<file path="config.mk">
export PLATFORM = sky130hd
export DESIGN_NAME = inst_fetch_align
export DESIGN_NICKNAME = d
export VERILOG_FILES = /design/src/rtl/inst_fetch_align_pkg.sv /design/src/rtl/inst_fetch_align_byte_align_mux.sv /design/src/rtl/inst_fetch_align.sv
export SDC_FILE = /design/constraint.sdc
export NUM_CORES = 1
export LEC_CHECK = 0
export CORE_UTILIZATION = 25
export DETAILED_ROUTE_END_ITERATION = 8
export PLACE_DENSITY = 0.44
export RECOVER_POWER = 100
export SYNTH_ARGS = -nofsm -noshare
export SYNTH_HDL_FRONTEND = slang
export SYNTH_SLANG_ARGS = --single-unit
</file>
<file path="constraint.sdc">
create_clock -name clk -period 13.25 [get_ports clk]
set_input_delay 3.975 -clock clk [delete_from_list [all_inputs] [get_ports clk]]
set_output_delay 3.975 -clock clk [all_outputs]
set_load 0.02 [all_outputs]
</file>
<file path="src/rtl/inst_fetch_align_pkg.sv">
// Shared constants, fetch-state encoding and byte-select helpers for the
// instruction fetch/align block.
package inst_fetch_align_pkg;

  localparam int WORD_W     = 32;
  localparam int INST_BYTES = 10;
  localparam int INST_W     = INST_BYTES * 8;
  localparam int NUM_WORDS  = 4;
  localparam int WIN_BYTES  = NUM_WORDS * (WORD_W / 8);
  localparam int WIN_W      = WIN_BYTES * 8;
  localparam int OFF_W      = 2;
  localparam int BEAT_W     = 2;
  localparam int BYTE_IDX_W = 4;

  localparam logic [BEAT_W-1:0] LAST_BEAT = BEAT_W'(NUM_WORDS - 1);

  typedef enum logic {
    ST_IDLE  = 1'b0,
    ST_FETCH = 1'b1
  } fetch_state_e;

  // Bit position of the least significant bit of window byte idx.
  function automatic logic [BYTE_IDX_W+2:0] byte_lsb(input logic [BYTE_IDX_W-1:0] idx);
    return {idx, 3'b000};
  endfunction

endpackage

</file>
<file path="src/rtl/inst_fetch_align_byte_align_mux.sv">
// Combinational byte aligner: picks 10 consecutive bytes out of a 16-byte
// little-endian window, starting at a 2-bit offset. Output byte 0 (the byte
// at the fetch PC) lands in the most significant position.
module byte_align_mux
  import inst_fetch_align_pkg::*;
(
  input  logic [WIN_W-1:0]  win_i,
  input  logic [OFF_W-1:0]  off_i,
  output logic [INST_W-1:0] inst_o
);

  genvar gi;
  generate
    for (gi = 0; gi < INST_BYTES; gi++) begin : g_byte
      logic [BYTE_IDX_W-1:0] idx;
      // Offset 3 plus output byte 9 reaches window byte 12, well inside 16.
      assign idx = BYTE_IDX_W'(gi) + {{(BYTE_IDX_W-OFF_W){1'b0}}, off_i};
      assign inst_o[8*(INST_BYTES-1-gi) +: 8] = win_i[byte_lsb(idx) +: 8];
    end
  endgenerate

endmodule

</file>
<file path="src/rtl/inst_fetch_align.sv">
// Instruction fetch/align unit: fetches the four aligned ROM words covering
// the instruction window for pc_i, holds them, and presents the byte-aligned
// instruction. A PC within the held word-aligned base is served with no ROM
// traffic.
module inst_fetch_align
  import inst_fetch_align_pkg::*;
(
  input  logic              clk,
  input  logic              rst,
  input  logic [WORD_W-1:0] pc_i,
  output logic [INST_W-1:0] inst_o,
  output logic              inst_valid_o,
  output logic              rom_req_o,
  output logic [WORD_W-1:0] rom_addr_o,
  input  logic              rom_ack_i,
  input  logic [WORD_W-1:0] rom_rdata_i
);

  fetch_state_e state_q, state_d;
  logic [WORD_W-1:0] base_q, base_d;
  logic [BEAT_W-1:0] beat_q, beat_d;
  logic              held_q, held_d;
  logic [NUM_WORDS-1:0][WORD_W-1:0] words_q, words_d;
  logic [NUM_WORDS-1:0] word_we;

  logic              pc_hit;
  logic [WORD_W-1:0] pc_base;

  // The PC's base is compared against the base under fetch or held; the live
  // pc_i is the latest PC, so no separate PC copy is needed to track it.
  assign pc_base = {pc_i[WORD_W-1:2], 2'b00};
  assign pc_hit  = (pc_i[WORD_W-1:2] == base_q[WORD_W-1:2]);

  // Next-state, base/beat bookkeeping and per-word write enables.
  always_comb begin
    state_d = state_q;
    base_d  = base_q;
    beat_d  = beat_q;
    held_d  = held_q;
    word_we = '0;
    case (state_q)
      ST_IDLE: begin
        if (!(held_q && pc_hit)) begin
          state_d = ST_FETCH;
          base_d  = pc_base;
          beat_d  = '0;
          held_d  = 1'b0;
        end
      end
      ST_FETCH: begin
        if (rom_ack_i) begin
          if (!pc_hit) begin
            // PC moved to another base while this beat was outstanding: the
            // beat is allowed to finish, its data is dropped, and fetching
            // restarts at the new base on the next cycle.
            base_d = pc_base;
            beat_d = '0;
          end else begin
            word_we[beat_q] = 1'b1;
            if (beat_q == LAST_BEAT) begin
              held_d  = 1'b1;
              state_d = ST_IDLE;
            end else begin
              beat_d = beat_q + 1'b1;
            end
          end
        end
      end
      default: state_d = ST_IDLE;
    endcase
  end

  genvar gi;
  generate
    for (gi = 0; gi < NUM_WORDS; gi++) begin : g_word
      assign words_d[gi] = word_we[gi] ? rom_rdata_i : words_q[gi];
    end
  endgenerate

  // Control state registers.
  always_ff @(posedge clk or negedge rst) begin
    if (!rst) begin
      state_q <= ST_IDLE;
      base_q  <= '0;
      beat_q  <= '0;
      held_q  <= 1'b0;
    end else begin
      state_q <= state_d;
      base_q  <= base_d;
      beat_q  <= beat_d;
      held_q  <= held_d;
    end
  end

  // Held instruction window storage.
  always_ff @(posedge clk or negedge rst) begin
    if (!rst) begin
      words_q <= '0;
    end else begin
      words_q <= words_d;
    end
  end

  // ROM port is driven purely from registered state, so it only moves on
  // clock edges and stays stable while a beat waits for its ack.
  always_comb begin
    rom_req_o  = (state_q == ST_FETCH);
    rom_addr_o = '0;
    if (state_q == ST_FETCH) begin
      rom_addr_o = base_q + {{(WORD_W-BEAT_W-2){1'b0}}, beat_q, 2'b00};
    end
  end

  assign inst_valid_o = held_q && (state_q == ST_IDLE) && pc_hit;

  byte_align_mux u_align (
    .win_i  (words_q),
    .off_i  (pc_i[OFF_W-1:0]),
    .inst_o (inst_o)
  );

endmodule

</file>
==> results of run 1 <==
[power breakdown]
part           internal [mW]  leakage, nW  total (mW)  switching (mW)
registers              0.504         2.19       0.519          0.0151
clock network          0.265        0.280       0.495           0.230
logic                 0.0661         2.94       0.137          0.0711
total                  0.835         5.41        1.15           0.316
[synthesized netlist by cell type, drive strengths merged]
cell type / n / area (µm²)
or3: 1 / 6.26
xnor2: 20 / 175
nor3: 2 / 10.0
nand3: 13 / 65.1
o21ai: 4 / 20.0
dfrtp: 162 / 4050
o31ai: 2 / 15.0
a21oi: 2 / 10.0
nor2: 7 / 26.3
mux2: 166 / 2000
ha: 7 / 87.6
clkbuf: 24 / 90.1
mux4: 88 / 1980
xor2: 37 / 324
a41oi: 1 / 8.76
fa: 1 / 20.0
and3: 3 / 18.8
nor4: 9 / 77.6
and4: 5 / 43.8
inv: 4 / 15.0
and2: 28 / 175
a21boi: 1 / 7.51
conb: 1 / 3.75
buf: 25 / 201
nand2: 13 / 78.8
nand4: 9 / 62.6
nor2b: 4 / 25.0
nand2b: 1 / 6.26
[area by class of cell]
class                      count  area [µm²]
fill                        3771       25600
clock buffer                  18         429
tap                          511         639
inverter                       4        15.0
timing repair buffer         182        1790
multi-input combinational    426        5080
clock inverter                14         148
sequential                   162        4050
[critical path: stages]
cell and delay [ps]:
buf_4 360, clkbuf_1 1930, mux4_2 740, dlygate4sd3_1 690
[layer usage]
layer / up-vias / share of wire
met5: - / 0
met2: 124 / 0.49
li1: 2739 / -
met4: 0 / 0.014
met1: 3206 / 0.45
met3: 13 / 0.046
[stage by stage]
stage / power [mW] / instances
6_report: 1.15 / 1317
5_1_grt: 1.20 / 1317
4_1_cts: 1.18 / 1317
3_5_place_dp: 0.672 / 1285
3_3_place_gp: 0.673 / 1285
2_1_floorplan: 0.599 / 641
[worst min path at each step]
stage	startpoint	to	slack (ps)
2_1_floorplan	words_q[127]$_DFFE_PN0P_	words_q[127]$_DFFE_PN0P_	470
3_3_place_gp	words_q[115]$_DFFE_PN0P_	words_q[115]$_DFFE_PN0P_	490
3_5_place_dp	words_q[127]$_DFFE_PN0P_	words_q[127]$_DFFE_PN0P_	490
4_1_cts	words_q[127]$_DFFE_PN0P_	words_q[127]$_DFFE_PN0P_	500
5_1_grt	words_q[127]$_DFFE_PN0P_	words_q[127]$_DFFE_PN0P_	510
6_report	words_q[113]$_DFFE_PN0P_	words_q[113]$_DFFE_PN0P_	490
[registers in the layout (all words and copies together), names as in the netlist]
name / flops
base_q: 30
rom_req_o: 1
words_q: 128
held_q: 1
beat_q: 2
[logic make-up (layout without fill, tap and decap cells)]
family / after synthesis / count (layout) / synth area share
other: 1 / 2 / 0.000390
buffers and inverters: 53 / 218 / 0.0319
adder cells (fa/ha/maj): 8 / 8 / 0.0112
flip-flops: 162 / 162 / 0.422
AND/OR/NAND/NOR: 95 / 95 / 0.0620
multiplexers: 254 / 254 / 0.414
XOR/XNOR: 57 / 57 / 0.0519
AO/OA/AOI/OAI: 10 / 10 / 0.00638
[layout by cell type, fill, tap and decap left out, types with 2 or more instances in the layout]
| master | count |
|---|---|
| dfrtp_1 | 162 |
| mux2_2 | 131 |
| dlygate4sd3_1 | 108 |
| mux4_2 | 88 |
| clkdlybuf4s50_1 | 67 |
| xor2_1 | 37 |
| mux2_1 | 35 |
| and2_1 | 25 |
| xnor2_1 | 20 |
| clkbuf_16 | 17 |
| nand2_1 | 13 |
| nand3_1 | 13 |
| nand4_1 | 8 |
| nor4_1 | 8 |
| nor2_1 | 7 |
| ha_1 | 7 |
| clkinv_4 | 6 |
| and4_1 | 5 |
| inv_1 | 4 |
| nor2b_1 | 4 |
| inv_6 | 4 |
| clkbuf_1 | 4 |
| and2_0 | 3 |
| and3_1 | 3 |
| o21ai_0 | 3 |
| buf_4 | 3 |
| a21oi_1 | 2 |
| nor3_1 | 2 |
| o31ai_1 | 2 |
| conb_1 | 2 |
| inv_8 | 2 |
==> out/metrics.cfg, run 1 <==
[run_status]
status=finished with violations
violations=max-capacitance violations, max-slew violations

[timing]
timing.slew.headroom=-2.77
timing.setup.tns_ps=0
fin_crit_sh=0.884
finalMaxSlewViolations=363
max_freq_mhz=85.4
tightest_slew_ps=5650
min_period_ps=11710
fin_ws_ps=1540
finalSetupViolCount=0
fin_skew_ps=12.6
rsz0062_at_grt=false
hold_ws_ps=488
hold_viol=0

[min_path]
min_path_type=reg2reg
hold_path_depth=1

[critical_path]
cp_max_fo=44
crit_path_end=inst_o[8]
worstSetupPathType=in2out
reg2reg_depth=6
worstSetupEndpointType=output pin
arrival_ps=7730
startpoint=pc_i[1]
start_kind=primary input
r2r_setup_slack_ps=8970
r2r-start=base_q[14]$_DFFE_PN0P_
crit_required_ps=9270
reg2reg_to=words_q[64]$_DFFE_PN0P_

[synth]
ys_seq_area_frac=0.422
ys_types=37
ys.warnings.count=0
syn_avg_cell_area_um2=15.0
synth-seq-cells=162
postSynthCellCount=640
syn_area_um2=9610

[clock_network]
hold_buffers=0
clk_pin_slew_worst_paths_ps=60
cts-root-buf=clkbuf_16
postCtsSetupRepairBufs=0
cts_made_buffers=17
clock_path_buffers=2
cts_tree=done
cts_htree_levels=4
clkLatencyLatePin_ps=450
post_cts_resized=0
cts.sinks=162

[floorplanning]
rows=71
die-area_um2=39200
die-height_um=198
ios=181
core_area_um2=37800
start_util=0.255
fp.dieW_um=198

[routing]
vias=6082
vias_per_cell=4.62
drtPass1Iterations=4
drtIter0Drc=222
wl_mm=25.9
route.detailed.drc=0
antenna_left=0
wire_per_inst_um=19.6

[global_route]
grt_start_max_net_pins=100
grt_use_met1=0.189
gr-total-overflow=0
met2_usage=0.222
top_usage_layer=met2
antenna_found_initial=0
grtUsageTotal=0.140
use_met3=0.0298
grt_pass1_wl_mm=40.4
grt_pass1_vias=6331

[finish]
antenna_cells=0
final_cell_area_um2=12200
utilization=0.322
syn_to_final_growth_pct=26.5
layout-drive-gt1-share=0.319
fin_nets=868

[power_and_ir_drop]
peakVddDrop_mv=0.0887
pwr_density_cell_nw_per_um2=94.7
p_leak_nw=5.41

[placement]
dpl.hpwl_mm=18.3
placed_area_um2=11800
dp_slack_ps=2380
io_buffers=178
place.gp.congestion=0.746

[flow_run]
drv_cap=8

No activity file was read; power rests on OpenSTA's default activity.
==> inputs of run 2 (changes only) <==
CORE_UTILIZATION = 30   (was 25)
PLACE_DENSITY = 0.51   (was 0.44)
==> out/metrics.cfg, run 2 (synthesis results as in run 1) <==
[timing]
fin_skew_ps=15.0
rsz0062_at_grt=false
hold_ws_ps=485
fin_crit_sh=0.879
hold_viol=0
finalMaxSlewViolations=339
timing.slew.headroom=-1.40
tightest_slew_ps=3600
finalSetupViolCount=0
min_period_ps=11640
max_freq_mhz=85.9
timing.setup.tns_ps=0

[finish]
antenna_cells=0
layout-drive-gt1-share=0.316
reg_top3=words_q: 128 flops, base_q: 30 flops, beat_q: 2 flops
syn_to_final_growth_pct=25.1
layout_common_cells=dfrtp_1 (162), mux2_2 (131), dlygate4sd3_1 (109)
final_common_cell=dfrtp_1
largest_reg_flops=128
largest-register=words_q
fin_nets=869

[floorplanning]
rows=65
ios=181
start_util=0.305
die-height_um=181
core_area_um2=31600
die-area_um2=32800
fp.dieW_um=181

[routing]
drtPass1Iterations=6
vias=6105
wire_per_inst_um=20.3
drtIter0Drc=328
antenna_left=0
route.detailed.drc=0
vias_per_cell=5.05
wl_mm=24.5

[critical_path]
worstSetupPathType=in2out
cp_max_fo=52
cp_cell_sequence=clkbuf_2, ha_1, mux4_2, mux2_2, dlygate4sd3_1
arrival_ps=7670
worstSetupEndpointType=output pin
start_kind=primary input
cpPeakStageDelay_ps=1230
startpoint=pc_i[0]
r2r-start=base_q[14]$_DFFE_PN0P_
reg2reg_to=words_q[41]$_DFFE_PN0P_
critPathSlowestCell=clkbuf_2
crit_required_ps=9270
r2r_setup_slack_ps=9050
reg2reg_depth=6
crit_path_end=inst_o[4]

[clock_network]
cts_tree=done
post_cts_resized=0
clock_path_buffers=2
cts_htree_levels=4
postCtsSetupRepairBufs=0
clkLatencyLatePin_ps=430
cts_made_buffers=17
clk_pin_slew_worst_paths_ps=60
cts-root-buf=clkbuf_16
cts.sinks=162
hold_buffers=0

[power_and_ir_drop]
p_leak_nw=5.40
pwr_density_cell_nw_per_um2=95.1
total_power_mw=1.14
peakVddDrop_mv=0.0853

[placement]
io_buffers=178
dpl.hpwl_mm=17.3
place.gp.congestion=0.759

[global_route]
grt_pass1_wl_mm=39.5
grt_pass1_vias=6528
gr-total-overflow=0
grtUsageTotal=0.158
antenna_found_initial=1
grt_start_max_net_pins=73

[run_status]
violations=max-capacitance violations, max-slew violations
status=finished with violations

[min_path]
hold_path_depth=1
min_path_type=reg2reg

[flow_run]
drv_cap=8

[run 2: worst max-delay path: cells and delay by family]
| family | cells | cell delay, ps |
|---|---|---|
| multiplexers | 2 | 860 |
| buffers and inverters | 2 | 1890 |
| adder cells (fa/ha/maj) | 1 | 910 |
[run 2: cell type report]
type / instances / area (µm²)
Sequential cell: 162 / 4050
Fill cell: 3072 / 19500
Multi-Input combinational cell: 426 / 5080
Inverter: 4 / 15.0
Clock buffer: 22 / 464
Clock inverter: 9 / 108
Tap cell: 402 / 503
Timing Repair Buffer: 183 / 1800
[run 2: metrics by stage]
step | instance area (µm²) | worst slack, ps | util | cells
after floorplan | 9610 | 3420 | - | 641
after global placement | 11600 | 2300 | 0.369 | 1177
after detailed placement | 11600 | 2270 | 0.369 | 1177
after CTS | 12200 | 2270 | 0.387 | 1208
after global routing | 12000 | 1250 | 0.381 | 1208
final | 12000 | 1610 | 0.381 | 1208
[run 2: worst min path at each step]
stage	end	slack, ps	start
4_1_cts	words_q[2]$_DFFE_PN0P_	510	words_q[2]$_DFFE_PN0P_
2_1_floorplan	words_q[127]$_DFFE_PN0P_	470	words_q[127]$_DFFE_PN0P_
5_1_grt	words_q[118]$_DFFE_PN0P_	500	words_q[118]$_DFFE_PN0P_
6_report	words_q[116]$_DFFE_PN0P_	490	words_q[116]$_DFFE_PN0P_
3_5_place_dp	words_q[118]$_DFFE_PN0P_	490	words_q[118]$_DFFE_PN0P_
3_3_place_gp	words_q[114]$_DFFE_PN0P_	490	words_q[114]$_DFFE_PN0P_
[run 2: metal layers]
metal	vias to the layer above	part of all wire	track usage
met5	-	0.00037	0
met4	2	0.0075	0.0325
met3	15	0.047	0.0397
met2	134	0.49	0.257
met1	3223	0.46	0.214
li1	2731	-	-
[run 2: power by group]
group          leakage, nW  switching, mW  total, mW  internal (mW)
Sequential            2.19         0.0153      0.519          0.504
Combinational         2.95         0.0698      0.136         0.0660
Clock                0.264          0.202      0.488          0.286
==> inputs of run 3 (changes only) <==
CORE_ASPECT_RATIO = 1.75   (was not set)
==> out/metrics.cfg, run 3 (synthesis results as in run 1) <==
[power_and_ir_drop]
peakVddDrop_mv=0.0911
total_power_mw=1.12
p_leak_nw=5.38
pwr_density_cell_nw_per_um2=93.6

[routing]
wire_per_inst_um=20.6
met1_length_mm=9.47
drtPass1Iterations=4
antenna_left=0
wl_met2_mm=13.5
routed.top_layer=met5
vias=6142
wl_met3_mm=1.22
route.detailed.drc=0
vias_per_cell=5.11
drtIter0Drc=240
wl_mm=24.7

[finish]
utilization=0.380
largest-register=words_q
largest_reg_flops=128
layout_common_cells=dfrtp_1 (162), mux2_2 (131), dlygate4sd3_1 (106)
syn_to_final_growth_pct=24.7
layout-drive-gt1-share=0.319
n_fill_cell=3047
reg_top3=words_q: 128 flops, base_q: 30 flops, beat_q: 2 flops
antenna_cells=0
fin_nets=868
final_common_cell=dfrtp_1
fin_cells=1202

[floorplanning]
rows=86
ios=181
start_util=0.305
core_area_um2=31500
die-height_um=239
fp.dieW_um=137
die-area_um2=32800

[timing]
fin_crit_sh=0.885
finalMaxSlewViolations=375
timing.slew.headroom=-2.36
tightest_slew_ps=5050
fin_ws_ps=1520
rsz0062_at_grt=false
finalSetupViolCount=0
hold_viol=0
timing.setup.tns_ps=0
max_freq_mhz=85.2
min_period_ps=11730
fin_skew_ps=9.95

[min_path]
min_path_type=reg2reg

[critical_path]
r2r_setup_slack_ps=9150
worstSetupPathType=in2out
r2r-start=base_q[3]$_DFFE_PN0P_
cp_max_fo=45
crit_required_ps=9270
start_kind=primary input
arrival_ps=7760
reg2reg_to=words_q[65]$_DFFE_PN0P_
crit_path_end=inst_o[8]
startpoint=pc_i[1]
reg2reg_depth=6
worstSetupEndpointType=output pin

[run_status]
status=finished with violations
violations=max-capacitance violations, max-slew violations

[clock_network]
cts_tree=done
post_cts_resized=0
clkLatencyLatePin_ps=440
hold_buffers=0
cts.sinks=162
postCtsSetupRepairBufs=0
clk_pin_slew_worst_paths_ps=60
cts_made_buffers=17
cts-root-buf=clkbuf_16
clock_path_buffers=2
cts_htree_levels=4

[flow_run]
drv_cap=8

[global_route]
antenna_found_initial=1
grt_pass1_vias=6610
grtUsageTotal=0.162
gr-total-overflow=0
grt_start_max_net_pins=88
grt_pass1_wl_mm=39.2

[placement]
place.gp.congestion=0.735
dp_slack_ps=2320
io_buffers=178
dpl.hpwl_mm=17.6
place_inst=1170

## run 3: cell types whose count changed in the layout (fill, tap and decap cells not counted), moves of 2 or more
cell	before	now
buf_4	4	2
clkinv_4	0	4
bufinv_16	2	0
clkdlybuf4s50_1	66	69
dlygate4sd3_1	109	106
clkbuf_1	6	4
inv_6	0	3
## run 3: worst min-delay path by stage
stage	start	to	slack, ps	cells after the start
finish	words_q[122]$_DFFE_PN0P_	words_q[122]$_DFFE_PN0P_	490	1
CTS	words_q[122]$_DFFE_PN0P_	words_q[122]$_DFFE_PN0P_	510	1
global route	words_q[106]$_DFFE_PN0P_	words_q[106]$_DFFE_PN0P_	510	1
floorplan	words_q[127]$_DFFE_PN0P_	words_q[127]$_DFFE_PN0P_	470	1
global placement	words_q[106]$_DFFE_PN0P_	words_q[106]$_DFFE_PN0P_	490	1
detailed placement	words_q[122]$_DFFE_PN0P_	words_q[122]$_DFFE_PN0P_	490	1
## run 3: where the power goes
group	switching, mW	internal [mW]
sequential	0.0151	0.504
combinational	0.0706	0.0659
clock	0.219	0.247
## run 3: area by class of cell
type	count	area [µm²]	area share
repair buffers	182	1790	0.149
clock buffers	19	443	0.0370
well taps	396	495	0.0414
clock inverters	13	104	0.00867
multi-input cells	426	5080	0.424
flip-flops and latches	162	4050	0.338
inverters	4	15.0	0.00125
## run 3: routing by layer
layer	track usage	vias to the layer above
met4	0.0629	2
met3	0.0371	22
met2	0.292	165
met1	0.181	3226
met5	0	-
li1	-	2727
## run 3: metrics by stage
stage	instance area [µm²]	hold slack, ps
2_1_floorplan	9610	474
5_1_grt	12000	510
3_5_place_dp	11600	489
6_report	12000	488
3_3_place_gp	11600	488
4_1_cts	12200	507
## run 3: critical path, stage by stage
cell and delay [ps]:
buf_4 360, clkbuf_1 1990, mux4_2 690, dlygate4sd3_1 690
